===== config.mk =====
export PLATFORM = sky130hd
export DESIGN_NAME = dmem_port_arbiter_flat
export DESIGN_NICKNAME = d
export VERILOG_FILES = /design/src/rtl/dmem_port_arbiter_pkg.sv /design/src/rtl/dmem_port_arbiter_if.sv /design/src/rtl/dmem_port_arbiter_sat_counter.sv /design/src/rtl/dmem_port_arbiter.sv /design/src/flat_wrapper.sv
export SDC_FILE = /design/constraint.sdc
export NUM_CORES = 1
export LEC_CHECK = 0
export ABC_AREA = 1
export CAP_MARGIN = 20
export CORE_AREA = 2 2 133 135
export DETAILED_ROUTE_END_ITERATION = 12
export DIE_AREA = 0 0 135 137
export HOLD_SLACK_MARGIN = 0.12
export PLACE_DENSITY = 0.66
export SETUP_SLACK_MARGIN = 0.05
export SYNTH_ARGS = -nofsm -noshare
export SYNTH_HDL_FRONTEND = slang
export SYNTH_SLANG_ARGS = --single-unit
export TNS_END_PERCENT = 10

===== constraint.sdc =====
create_clock -name clk -period 2.8 [get_ports clk]
set_input_delay 0.28 -clock clk [delete_from_list [all_inputs] [get_ports clk]]
set_output_delay 0.28 -clock clk [all_outputs]
set_load 0.02 [all_outputs]

===== src/rtl/dmem_port_arbiter_pkg.sv =====
// Shared types and constants for the data-memory port arbiter.
package dmem_arb_pkg;

    typedef enum logic {
        IDLE,
        LOCK
    } arbState_t;

    typedef enum logic [1:0] {
        NONE,
        CPU,
        EXT
    } owner_t;

    // Ext requester is word-wide only.
    localparam logic [2:0] FUNCT3_SW = 3'b010;

endpackage


===== src/rtl/dmem_port_arbiter_if.sv =====
// Bus bundle between the two requesters, the arbiter and data memory.
// master: requesters plus memory read data; slave: the arbiter.
interface dmem_port_arbiter_if #(
    parameter int unsigned AW = 32,
    parameter int unsigned DW = 32
);
    logic          cpu_req;
    logic          cpu_we;
    logic [2:0]    cpu_funct3;
    logic [AW-1:0] cpu_addr;
    logic [DW-1:0] cpu_wdata;
    logic          cpu_gnt;
    logic          cpu_stall;
    logic          cpu_rvalid;
    logic [DW-1:0] cpu_rdata;

    logic          ext_req;
    logic          ext_we;
    logic          ext_lock;
    logic [AW-1:0] ext_addr;
    logic [DW-1:0] ext_wdata;
    logic          ext_gnt;
    logic          ext_rvalid;
    logic [DW-1:0] ext_rdata;

    logic          mem_we;
    logic [2:0]    mem_funct3;
    logic [AW-1:0] mem_addr;
    logic [DW-1:0] mem_wdata;
    logic [DW-1:0] mem_rdata;

    modport master (
        output cpu_req, cpu_we, cpu_funct3, cpu_addr, cpu_wdata,
        input  cpu_gnt, cpu_stall, cpu_rvalid, cpu_rdata,
        output ext_req, ext_we, ext_lock, ext_addr, ext_wdata,
        input  ext_gnt, ext_rvalid, ext_rdata,
        input  mem_we, mem_funct3, mem_addr, mem_wdata,
        output mem_rdata
    );

    modport slave (
        input  cpu_req, cpu_we, cpu_funct3, cpu_addr, cpu_wdata,
        output cpu_gnt, cpu_stall, cpu_rvalid, cpu_rdata,
        input  ext_req, ext_we, ext_lock, ext_addr, ext_wdata,
        output ext_gnt, ext_rvalid, ext_rdata,
        output mem_we, mem_funct3, mem_addr, mem_wdata,
        input  mem_rdata
    );
endinterface


===== src/rtl/dmem_port_arbiter_sat_counter.sv =====
// Saturating up-counter with synchronous clear; clear has priority over inc.
module arb_sat_counter #(
    parameter int unsigned Width = 4,
    parameter int unsigned Max   = 15
) (
    input  logic             clk,
    input  logic             reset,
    input  logic             inc,
    input  logic             clr,
    output logic [Width-1:0] count,
    output logic             sat
);
    localparam logic [Width-1:0] MaxVal = Width'(Max);

    logic [Width-1:0] countQ;
    logic [Width-1:0] countD;

    assign sat   = (countQ >= MaxVal);
    assign count = countQ;

    // Next count: clear, else increment until the ceiling.
    always_comb begin
        countD = countQ;
        if (clr) begin
            countD = '0;
        end else if (inc && !sat) begin
            countD = countQ + 1'b1;
        end
    end

    // Count register.
    always_ff @(posedge clk) begin
        if (reset) begin
            countQ <= '0;
        end else begin
            countQ <= countD;
        end
    end
endmodule


===== src/rtl/dmem_port_arbiter.sv =====
// Data-memory port arbiter: shares one memory port between the CPU load/store
// path and an external word-wide requester, with ext locked bursts of bounded
// length and bounded CPU starvation. Read data is registered per side.
// Optional feature macro: DMEM_ARB_PERF_EN enables the 16-bit saturating
// stall/ext-grant performance counters; otherwise those outputs are tied to 0.
module dmem_port_arbiter
    import dmem_arb_pkg::*;
#(
    parameter int unsigned AW         = 32,
    parameter int unsigned DW         = 32,
    parameter int unsigned MAX_STARVE = 4,
    parameter int unsigned BURST_MAX  = 8
) (
    input  logic                 clk,
    input  logic                 reset,
    dmem_port_arbiter_if.slave   bus,
    output logic [15:0]          perf_stall_cnt,
    output logic [15:0]          perf_ext_cnt
);
    arbState_t stateQ;
    arbState_t stateD;
    owner_t    owner;

    logic          cpuGnt;
    logic          extGnt;
    logic          cpuStall;
    logic          starveInc;
    logic          starveClr;
    logic          starveSat;
    logic [3:0]    starveCnt;
    logic          burstInc;
    logic          burstClr;
    logic          burstSat;
    logic [7:0]    burstCnt;
    logic          cpuRvalidQ;
    logic          extRvalidQ;
    logic [DW-1:0] cpuRdataQ;
    logic [DW-1:0] extRdataQ;

    // Pick the owner of this cycle's access and the next arbitration state.
    always_comb begin
        stateD   = stateQ;
        owner    = NONE;
        burstInc = 1'b0;
        burstClr = 1'b0;
        if (!reset) begin
            unique case (stateQ)
                IDLE: begin
                    if (bus.ext_req && bus.cpu_req) begin
                        owner = starveSat ? CPU : EXT;
                    end else if (bus.ext_req) begin
                        owner = EXT;
                    end else if (bus.cpu_req) begin
                        owner = CPU;
                    end
                    if (owner == EXT && bus.ext_lock) begin
                        stateD   = LOCK;
                        burstInc = 1'b1;
                    end
                end
                LOCK: begin
                    stateD   = IDLE;
                    burstClr = 1'b1;
                    if (burstSat) begin
                        // Forced release: the port goes back to the CPU first.
                        if (bus.cpu_req) begin
                            owner = CPU;
                        end
                    end else if (bus.ext_req && bus.ext_lock) begin
                        owner    = EXT;
                        stateD   = LOCK;
                        burstClr = 1'b0;
                        burstInc = 1'b1;
                    end else if (bus.ext_req) begin
                        owner = EXT;
                    end else if (bus.cpu_req) begin
                        owner = CPU;
                    end
                end
                default: begin
                    stateD = IDLE;
                end
            endcase
        end
    end

    // Arbitration state register.
    always_ff @(posedge clk) begin
        if (reset) begin
            stateQ <= IDLE;
        end else begin
            stateQ <= stateD;
        end
    end

    assign cpuGnt   = (owner == CPU);
    assign extGnt   = (owner == EXT);
    assign cpuStall = bus.cpu_req & ~cpuGnt;

    // Starvation only accrues while idle-arbitrating; it is frozen inside a lock.
    assign starveClr = cpuGnt | ~bus.cpu_req;
    assign starveInc = (stateQ == IDLE) & cpuStall;

    arb_sat_counter #(
        .Width (4),
        .Max   (MAX_STARVE)
    ) uStarve (
        .clk   (clk),
        .reset (reset),
        .inc   (starveInc),
        .clr   (starveClr),
        .count (starveCnt),
        .sat   (starveSat)
    );

    arb_sat_counter #(
        .Width (8),
        .Max   (BURST_MAX)
    ) uBurst (
        .clk   (clk),
        .reset (reset),
        .inc   (burstInc),
        .clr   (burstClr),
        .count (burstCnt),
        .sat   (burstSat)
    );

    // Memory port mux driven by the current owner.
    always_comb begin
        bus.mem_we     = 1'b0;
        bus.mem_funct3 = 3'b000;
        bus.mem_addr   = '0;
        bus.mem_wdata  = '0;
        case (owner)
            CPU: begin
                bus.mem_we     = bus.cpu_we;
                bus.mem_funct3 = bus.cpu_funct3;
                bus.mem_addr   = bus.cpu_addr;
                bus.mem_wdata  = bus.cpu_wdata;
            end
            EXT: begin
                bus.mem_we     = bus.ext_we;
                bus.mem_funct3 = FUNCT3_SW;
                bus.mem_addr   = bus.ext_addr;
                bus.mem_wdata  = bus.ext_wdata;
            end
            default: ;
        endcase
    end

    // Capture load data for the granted side; rvalid is a one-cycle strobe.
    always_ff @(posedge clk) begin
        if (reset) begin
            cpuRvalidQ <= 1'b0;
            extRvalidQ <= 1'b0;
            cpuRdataQ  <= '0;
            extRdataQ  <= '0;
        end else begin
            cpuRvalidQ <= cpuGnt & ~bus.cpu_we;
            extRvalidQ <= extGnt & ~bus.ext_we;
            if (cpuGnt && !bus.cpu_we) begin
                cpuRdataQ <= bus.mem_rdata;
            end
            if (extGnt && !bus.ext_we) begin
                extRdataQ <= bus.mem_rdata;
            end
        end
    end

    assign bus.cpu_gnt    = cpuGnt;
    assign bus.cpu_stall  = cpuStall;
    assign bus.cpu_rvalid = cpuRvalidQ;
    assign bus.cpu_rdata  = cpuRdataQ;
    assign bus.ext_gnt    = extGnt;
    assign bus.ext_rvalid = extRvalidQ;
    assign bus.ext_rdata  = extRdataQ;

`ifdef DMEM_ARB_PERF_EN
    logic perfStallSat;
    logic perfExtSat;

    arb_sat_counter #(
        .Width (16),
        .Max   (16'hFFFF)
    ) uPerfStall (
        .clk   (clk),
        .reset (reset),
        .inc   (cpuStall),
        .clr   (1'b0),
        .count (perf_stall_cnt),
        .sat   (perfStallSat)
    );

    arb_sat_counter #(
        .Width (16),
        .Max   (16'hFFFF)
    ) uPerfExt (
        .clk   (clk),
        .reset (reset),
        .inc   (extGnt),
        .clr   (1'b0),
        .count (perf_ext_cnt),
        .sat   (perfExtSat)
    );

    logic unusedSignals;
    assign unusedSignals = ^{starveCnt, burstCnt, perfStallSat, perfExtSat};
`else
    assign perf_stall_cnt = 16'h0000;
    assign perf_ext_cnt   = 16'h0000;

    logic unusedSignals;
    assign unusedSignals = ^{starveCnt, burstCnt};
`endif
endmodule

===== src/flat_wrapper.sv =====
// flat-port wrapper written by rule: the top's interface ports become plain ports
module dmem_port_arbiter_flat import dmem_arb_pkg::*;
#(
    parameter int unsigned AW         = 32,
    parameter int unsigned DW         = 32,
    parameter int unsigned MAX_STARVE = 4,
    parameter int unsigned BURST_MAX  = 8
)
  (clk, reset, perf_stall_cnt, perf_ext_cnt, bus_cpu_req, bus_cpu_we, bus_cpu_funct3, bus_cpu_addr, bus_cpu_wdata, bus_cpu_gnt, bus_cpu_stall, bus_cpu_rvalid, bus_cpu_rdata, bus_ext_req, bus_ext_we, bus_ext_lock, bus_ext_addr, bus_ext_wdata, bus_ext_gnt, bus_ext_rvalid, bus_ext_rdata, bus_mem_we, bus_mem_funct3, bus_mem_addr, bus_mem_wdata, bus_mem_rdata);
  dmem_port_arbiter_if #(.AW(AW), .DW(DW)) bus_i ();
  input  logic clk;
  input  logic reset;
  output logic [15:0] perf_stall_cnt;
  output logic [15:0] perf_ext_cnt;
  input wire logic [$bits(bus_i.cpu_req)-1:0] bus_cpu_req;
  input wire logic [$bits(bus_i.cpu_we)-1:0] bus_cpu_we;
  input wire logic [$bits(bus_i.cpu_funct3)-1:0] bus_cpu_funct3;
  input wire logic [$bits(bus_i.cpu_addr)-1:0] bus_cpu_addr;
  input wire logic [$bits(bus_i.cpu_wdata)-1:0] bus_cpu_wdata;
  output wire logic [$bits(bus_i.cpu_gnt)-1:0] bus_cpu_gnt;
  output wire logic [$bits(bus_i.cpu_stall)-1:0] bus_cpu_stall;
  output wire logic [$bits(bus_i.cpu_rvalid)-1:0] bus_cpu_rvalid;
  output wire logic [$bits(bus_i.cpu_rdata)-1:0] bus_cpu_rdata;
  input wire logic [$bits(bus_i.ext_req)-1:0] bus_ext_req;
  input wire logic [$bits(bus_i.ext_we)-1:0] bus_ext_we;
  input wire logic [$bits(bus_i.ext_lock)-1:0] bus_ext_lock;
  input wire logic [$bits(bus_i.ext_addr)-1:0] bus_ext_addr;
  input wire logic [$bits(bus_i.ext_wdata)-1:0] bus_ext_wdata;
  output wire logic [$bits(bus_i.ext_gnt)-1:0] bus_ext_gnt;
  output wire logic [$bits(bus_i.ext_rvalid)-1:0] bus_ext_rvalid;
  output wire logic [$bits(bus_i.ext_rdata)-1:0] bus_ext_rdata;
  output wire logic [$bits(bus_i.mem_we)-1:0] bus_mem_we;
  output wire logic [$bits(bus_i.mem_funct3)-1:0] bus_mem_funct3;
  output wire logic [$bits(bus_i.mem_addr)-1:0] bus_mem_addr;
  output wire logic [$bits(bus_i.mem_wdata)-1:0] bus_mem_wdata;
  input wire logic [$bits(bus_i.mem_rdata)-1:0] bus_mem_rdata;
  assign bus_i.cpu_req = bus_cpu_req;
  assign bus_i.cpu_we = bus_cpu_we;
  assign bus_i.cpu_funct3 = bus_cpu_funct3;
  assign bus_i.cpu_addr = bus_cpu_addr;
  assign bus_i.cpu_wdata = bus_cpu_wdata;
  assign bus_cpu_gnt = bus_i.cpu_gnt;
  assign bus_cpu_stall = bus_i.cpu_stall;
  assign bus_cpu_rvalid = bus_i.cpu_rvalid;
  assign bus_cpu_rdata = bus_i.cpu_rdata;
  assign bus_i.ext_req = bus_ext_req;
  assign bus_i.ext_we = bus_ext_we;
  assign bus_i.ext_lock = bus_ext_lock;
  assign bus_i.ext_addr = bus_ext_addr;
  assign bus_i.ext_wdata = bus_ext_wdata;
  assign bus_ext_gnt = bus_i.ext_gnt;
  assign bus_ext_rvalid = bus_i.ext_rvalid;
  assign bus_ext_rdata = bus_i.ext_rdata;
  assign bus_mem_we = bus_i.mem_we;
  assign bus_mem_funct3 = bus_i.mem_funct3;
  assign bus_mem_addr = bus_i.mem_addr;
  assign bus_mem_wdata = bus_i.mem_wdata;
  assign bus_i.mem_rdata = bus_mem_rdata;
  dmem_port_arbiter #(.AW(AW), .DW(DW), .MAX_STARVE(MAX_STARVE), .BURST_MAX(BURST_MAX)) u_core (.clk(clk), .reset(reset), .bus(bus_i), .perf_stall_cnt(perf_stall_cnt), .perf_ext_cnt(perf_ext_cnt));
endmodule

Yosys cells after proc, flatten, opt, wreduce, memory -nomap -nowiden
Index checks and enable logic that the tools add are counted.
{ "op_classes": {"n_addsub": 2, "order_cmp": 2, "n_eq_ne": 3, "n_mux": 23, "bitwise": 10, "n_reduce_logical": 13} }
{ "ops": {"columns": ["op", "count"], "rows": [
  ["32-bit case mux with 2 select lines", 2],
  ["2-bit two-way mux", 8],
  ["1-bit two-way mux", 9],
  ["8-bit by 1-bit adder with 8-bit output, second input constant", 1],
  ["8-bit by 4-bit >= comparator with 1-bit output, second input constant", 1],
  ["1-bit logical AND", 7],
  ["3-bit case mux with 2 select lines", 1],
  ["1-bit inverter", 5],
  ["4-bit by 1-bit adder with 4-bit output, second input constant", 1],
  ["1-bit AND", 4],
  ["2-bit == test, second input constant", 2],
  ["4-bit by 3-bit >= comparator with 1-bit output, second input constant", 1],
  ["1-bit logical NOT", 4],
  ["1-bit case mux with 2 select lines", 2],
  ["2-bit case mux with 2 select lines", 1],
  ["2-bit OR reduction", 2],
  ["2-bit by 1-bit == test with 1-bit output, second input constant", 1],
  ["1-bit bitwise OR", 1]
]} }
{ "word_totals": {"reg_bits": 79, "inputBits": 170, "out_inout_bits": 169, "elab_cells": 60} }

Longest topological paths before layout
{ "depth": {"ltp_word": 12, "mapped_depth": 15, "ltp_nobuf": 13} }

Modules after synthesis
A second synthesis with hierarchy kept.
{ "unflattened": {"hier_cells": 750, "area_unflattened_um2": 4883.4} }
{ "by_module_without_submodules": {"columns": ["module", "n_inst", "cells_each", "area_per_inst_um2", "seq_area_each_um2"], "rows": [
  ["dmem_port_arbiter", 1, 683, 4344.2, 1341.3],
  ["arb_sat_counter at u_core.uBurst", 1, 44, 355.3, 160.2],
  ["arb_sat_counter at u_core.uStarve", 1, 23, 183.9, 80.1]
]} }

Worst setup path before layout
No wires, ideal clock.
{ "synth_timing": {"path_type": "register to output", "from": "reg u_core.uBurst.countQ[4], in the netlist u_core.uBurst.count[4]", "to": "out bus_mem_addr[19]", "t_arrival_ns": 2.088, "required_ns": 2.520, "path_slack_ns": 0.432, "path_stages_with_launch": 12, "path_buffers": 3, "path_cell_list": "dfxtp_1 -> nor2_2 -> nand2_2 -> nor2_4 -> nand3_2 -> nand2_1 -> inv_1 -> ha_1 -> clkbuf_1 -> buf_2 -> buf_1 -> a21oi_2"} }
{ "synth_via": {"elab_chain_cells": 6, "word_cells_on_any_way": 7, "classes_between": "order compare (1); eq/ne (2); mux (4)"} }
{ "synth_lines": {"columns": ["item", "line_no", "text"], "rows": [
  ["from (decl)", "dmem_port_arbiter_sat_counter.sv:15", "logic [Width-1:0] countQ;"],
  ["from (signal assigned)", "dmem_port_arbiter_sat_counter.sv:36", "countQ <= countD;"],
  ["8-bit by 4-bit >= comparator with 1-bit output *", "dmem_port_arbiter_sat_counter.sv:18", "assign sat = (countQ >= MaxVal);"],
  ["2-bit two-way mux *", "dmem_port_arbiter.sv:64", "if (burstSat) begin"],
  ["2-bit case mux with 2 select lines *", "dmem_port_arbiter.sv:47", "unique case (stateQ)"],
  ["2-bit two-way mux *", "dmem_port_arbiter.sv:46", "if (!reset) begin"],
  ["2-bit == test / 2-bit by 1-bit == test with 1-bit output (equally long branches)", "dmem_port_arbiter.sv:134", "case (owner)"],
  ["32-bit case mux with 2 select lines *", "dmem_port_arbiter.sv:134", null],
  ["to (decl)", "flat_wrapper.sv:34", "output wire logic [$bits(bus_i.mem_addr)-1:0] bus_mem_addr;"]
]} }
Every way passes the cells marked *; elsewhere a longest branch is shown, timed or not.

Worst setup path in the final report
{ "layout_timing": {"from": "reg u_core.uBurst.countQ[4], in the netlist u_core.uBurst.count[4]", "to": "out bus_mem_wdata[16]"} }
{ "layout_via": {"elab_chain_cells": 6, "word_cells_on_any_way": 7, "classes_between": "order compare (1); eq/ne (2); mux (4)"} }
{ "layout_lines": {"columns": ["item", "line_no", "text"], "rows": [
  ["8-bit by 4-bit >= comparator with 1-bit output *", "dmem_port_arbiter_sat_counter.sv:18", null],
  ["2-bit two-way mux *", "dmem_port_arbiter.sv:64", null],
  ["2-bit case mux with 2 select lines *", "dmem_port_arbiter.sv:47", null],
  ["2-bit two-way mux *", "dmem_port_arbiter.sv:46", null],
  ["2-bit == test / 2-bit by 1-bit == test with 1-bit output (equally long branches)", "dmem_port_arbiter.sv:134", null],
  ["32-bit case mux with 2 select lines *", "dmem_port_arbiter.sv:134", null],
  ["to (decl)", "flat_wrapper.sv:35", "output wire logic [$bits(bus_i.mem_wdata)-1:0] bus_mem_wdata;"]
]} }
Marked as above.

==> impl_metrics.env <==
export IMPL_powerDensity_mw_per_mm2=409
export IMPL_slew_viol_final=0
export IMPL_hold_class="reg -> reg"
export IMPL_yosysSeqAreaShare_pct=34.4
export IMPL_max_stage_delay_ns=0.45
export IMPL_crit_chain="nor2_2 > nand2_2 > nor2_4 > nand2_1 > nand2_2 > nand2_4 > ha_4 > buf_4 > a21oi_2 > dlygate4sd2_1"
export IMPL_globalplace_congestion=0.799
export IMPL_fin_area_sq_mm=0.00812
export IMPL_start_kind="register"
export IMPL_rsz0062_at_grt="false"
export IMPL_p_switching_w=0.000972
export IMPL_die_h_um=137
export IMPL_yosysWarnings=0
export IMPL_power_leakage_nw=3.37
export IMPL_synth_cell_type_count=30
export IMPL_pwr_share_comb_pct=28.6
export IMPL_track_usage_pct=17.6
export IMPL_ctsRootBufferMaster="clkbuf_16"
export IMPL_dp_hpwl_um=14000
export IMPL_drcViolationCount=0
export IMPL_overflow=0
export IMPL_cp_data_required_time_ns=2.52
export IMPL_switching_share_pct=29.3
export IMPL_max_freq_mhz=389
export IMPL_ys_ff_latch=79
export IMPL_antenna_found_initial=1
export IMPL_grt_max_degree=37
export IMPL_numCtsBuffers=9
export IMPL_fin_util_pct=47.6
export IMPL_synth_area_leaders="dfxtp_1 (34%), nand2_1 (12%), a21oi_2 (11%)"
export IMPL_syn_inst=631
export IMPL_core_sq_mm=0.0171
export IMPL_critPathKind="reg -> out"
export IMPL_cp_end_kind="output pin"
export IMPL_layout_drive_gt1_share_pct=19.8
export IMPL_path_common_cell="nand2_2"
export IMPL_slew_headroom_pct=59.1
export IMPL_initial_core_util_pct=27.0
export IMPL_clkSinkCount=79
export IMPL_cts_clk_slew_worst_paths_ns=0.07
export IMPL_arrival_ns=2.29
export IMPL_worstMarginPinSlew_ns=0.614
export IMPL_avgSynthCellArea_sq_um=7.29
export IMPL_dieArea_sq_mm=0.0185
export IMPL_yosysTopAreaCellShare_pct=34.4
export IMPL_place_area_sq_mm=0.00788
export IMPL_wirelength_um=17200
export IMPL_yosys_area_top_type="dfxtp_1"
export IMPL_seqPwrFrac_pct=35.8
export IMPL_tritoncts="done"
export IMPL_ant_nets=0
export IMPL_status="complete, no violations"
export IMPL_finClkSkew_ns=0.0139
export IMPL_drt_iter0_drc=171
export IMPL_cts_max_level=3
export IMPL_synth_area_sq_mm=0.00460
export IMPL_setup_violations=0
export IMPL_crit_fanout=16
export IMPL_grt_first_pass_wirelength_um=25200
export IMPL_p_clk_share_pct=35.6
export IMPL_fillCellCount=1740
export IMPL_routedWlPerCell_um=14.7
export IMPL_insertion_delay_ns=0.33
export IMPL_crit_slowest_cell="ha_4"
export IMPL_io_buffers=306
export IMPL_period_share_pct=91.8
export IMPL_holdWs_ns=0.438
export IMPL_grt_pass1_vias=4690
export IMPL_vdd_ir_drop_max_uv=241
export IMPL_intPower_w=0.00235
export IMPL_layout_nets=1113
export IMPL_io_pins=339
export IMPL_die_w_um=135
export IMPL_hold_violations=0
export IMPL_fp_row_count=48
export IMPL_num_antenna_cells=0
export IMPL_via_per_inst=4.26
export IMPL_crit_family="simple AND/OR/NAND/NOR gates"
export IMPL_post_cts_setup_buffers=0
export IMPL_num_vias=4974
export IMPL_clockBufferDepth=2
export IMPL_syn2layout_area_growth_pct=76.5
export IMPL_drt_pass1_iterations=4
export IMPL_cap_violations=0
export IMPL_min_period_ns=2.57
export IMPL_critPathBufInv=2
worst paths after layout:
| path | from | to | slack (ns) | depth (start not counted) |
|---|---|---|---|---|
| worst max-delay path | u_core.uBurst.count[4]$_SDFFE_PP0P_ | bus_mem_wdata[16] | 0.23 | 10 |
| worst min-delay path | u_core.uBurst.count[4]$_SDFFE_PP0P_ | u_core.uBurst.count[4]$_SDFFE_PP0P_ | 0.44 | 2 |
| worst max register to register | u_core.uBurst.count[4]$_SDFFE_PP0P_ | u_core.uStarve.count[0]$_SDFFE_PP0P_ | 0.75 | 11 |
| worst min register to register | u_core.uBurst.count[4]$_SDFFE_PP0P_ | u_core.uBurst.count[4]$_SDFFE_PP0P_ | 0.44 | 2 |
power by group through the flow:
| stage | logic [W] | registers, W | clock network [W] |
|---|---|---|---|
| floorplan | 0.000430 | 0.00126 | 0 |
| global placement | 0.000985 | 0.00121 | 0 |
| detailed placement | 0.000986 | 0.00121 | 0 |
| CTS | 0.000962 | 0.00119 | 0.00121 |
| global route | 0.00102 | 0.00119 | 0.00126 |
| finish | 0.000951 | 0.00119 | 0.00118 |
cell usage after synthesis, drive strengths merged:
master / n
nand2: 214
ha: 5
xnor2: 1
inv: 24
a21oi: 101
nor2: 87
conb: 1
nand4: 3
nand3: 5
buf: 50
clkbuf: 22
nor3: 2
xor2: 1
o21ai: 35
nand3b: 1
dfxtp: 79
routing by layer:
metal | share of wire, % | up-vias | global-route usage, %
met2 | 50 | 222 | 31.4
met1 | 39 | 2191 | 19.9
met4 | 1.5 | 2 | 4.98
met5 | 0.076 | - | 0
li1 | - | 2543 | -
met3 | 9.7 | 16 | 6.04
repair_timing:
item                                    4_1_cts  5_1_grt
resized for setup                            59        6
endpoints found under the setup margin       59        5
hold endpoints to repair                      0        0
hold buffers                                  0        0
through the flow:
step / power [W] / cells / setup slack, ns / setup TNS (ns)
finish: 0.00332 / 1168 / 0.229 / 0
global route: 0.00347 / 1168 / 0.0505 / 0
CTS: 0.00336 / 1168 / -0.0371 / -0.0371
detailed placement: 0.00220 / 1152 / -0.0854 / -0.162
global placement: 0.00220 / 1152 / -0.110 / -0.373
floorplan: 0.00169 / 662 / 0.432 / 0
cell usage in the layout, fill, tap and decap left out, drive strengths merged:
| master | netlist | routed |
|---|---|---|
| dlymetal6s2s | 0 | 4 |
| bufinv | 0 | 1 |
| buf | 50 | 38 |
| nand4 | 3 | 3 |
| nor3 | 2 | 2 |
| o21ai | 35 | 35 |
| a21oi | 101 | 101 |
| clkbuf | 22 | 11 |
| nand3b | 1 | 1 |
| conb | 1 | 32 |
| nor2 | 87 | 87 |
| nand3 | 5 | 5 |
| nand2 | 214 | 214 |
| xnor2 | 1 | 1 |
| clkinv | 0 | 2 |
| dfxtp | 79 | 79 |
| dlygate4sd2 | 0 | 57 |
| inv | 24 | 25 |
| clkinvlp | 0 | 2 |
| xor2 | 1 | 1 |
| ha | 5 | 5 |
| clkdlybuf4s50 | 0 | 237 |
worst register-to-register path: cells and delay by family (launching register included):
kind,cells,cell delay (ns)
flops,1,0.32
xor+xnor,1,0.18
simple gates,8,1.01
buf+inv,1,0.20
fa+ha+maj,1,0.25
flip-flops by register name, summed over array words and instances, names as in the netlist:
signal and cells:
u_core.bus.ext_rvalid 1, u_core.bus.ext_rdata 32, u_core.bus.cpu_rvalid 1, u_core.bus.cpu_rdata 32, u_core.uBurst.count 8, u_core.stateQ 1, u_core.uStarve.count 4
cell families (layout without fill, tap and decap cells):
| family | after synthesis | count (layout) | synth area share, % |
|---|---|---|---|
| compound gates | 136 | 136 | 19.6 |
| xor+xnor | 2 | 2 | 0.381 |
| fa+ha+maj | 5 | 5 | 1.36 |
| buf+inv | 96 | 377 | 13.6 |
| flops | 79 | 79 | 34.4 |
| other cells | 1 | 32 | 0.0815 |
| simple gates | 312 | 312 | 30.6 |
area by class of cell:
cell class	instances	area (sq um)	area share, %
clock inverter	6	67.6	0.832
sequential	79	1580	19.5
inverter	24	97.6	1.20
clock buffer	10	239	2.94
timing repair buffer	337	3330	41.0
multi-input combinational	487	2520	31.1
tap	225	282	3.47
(Power assumes the default switching activity.)
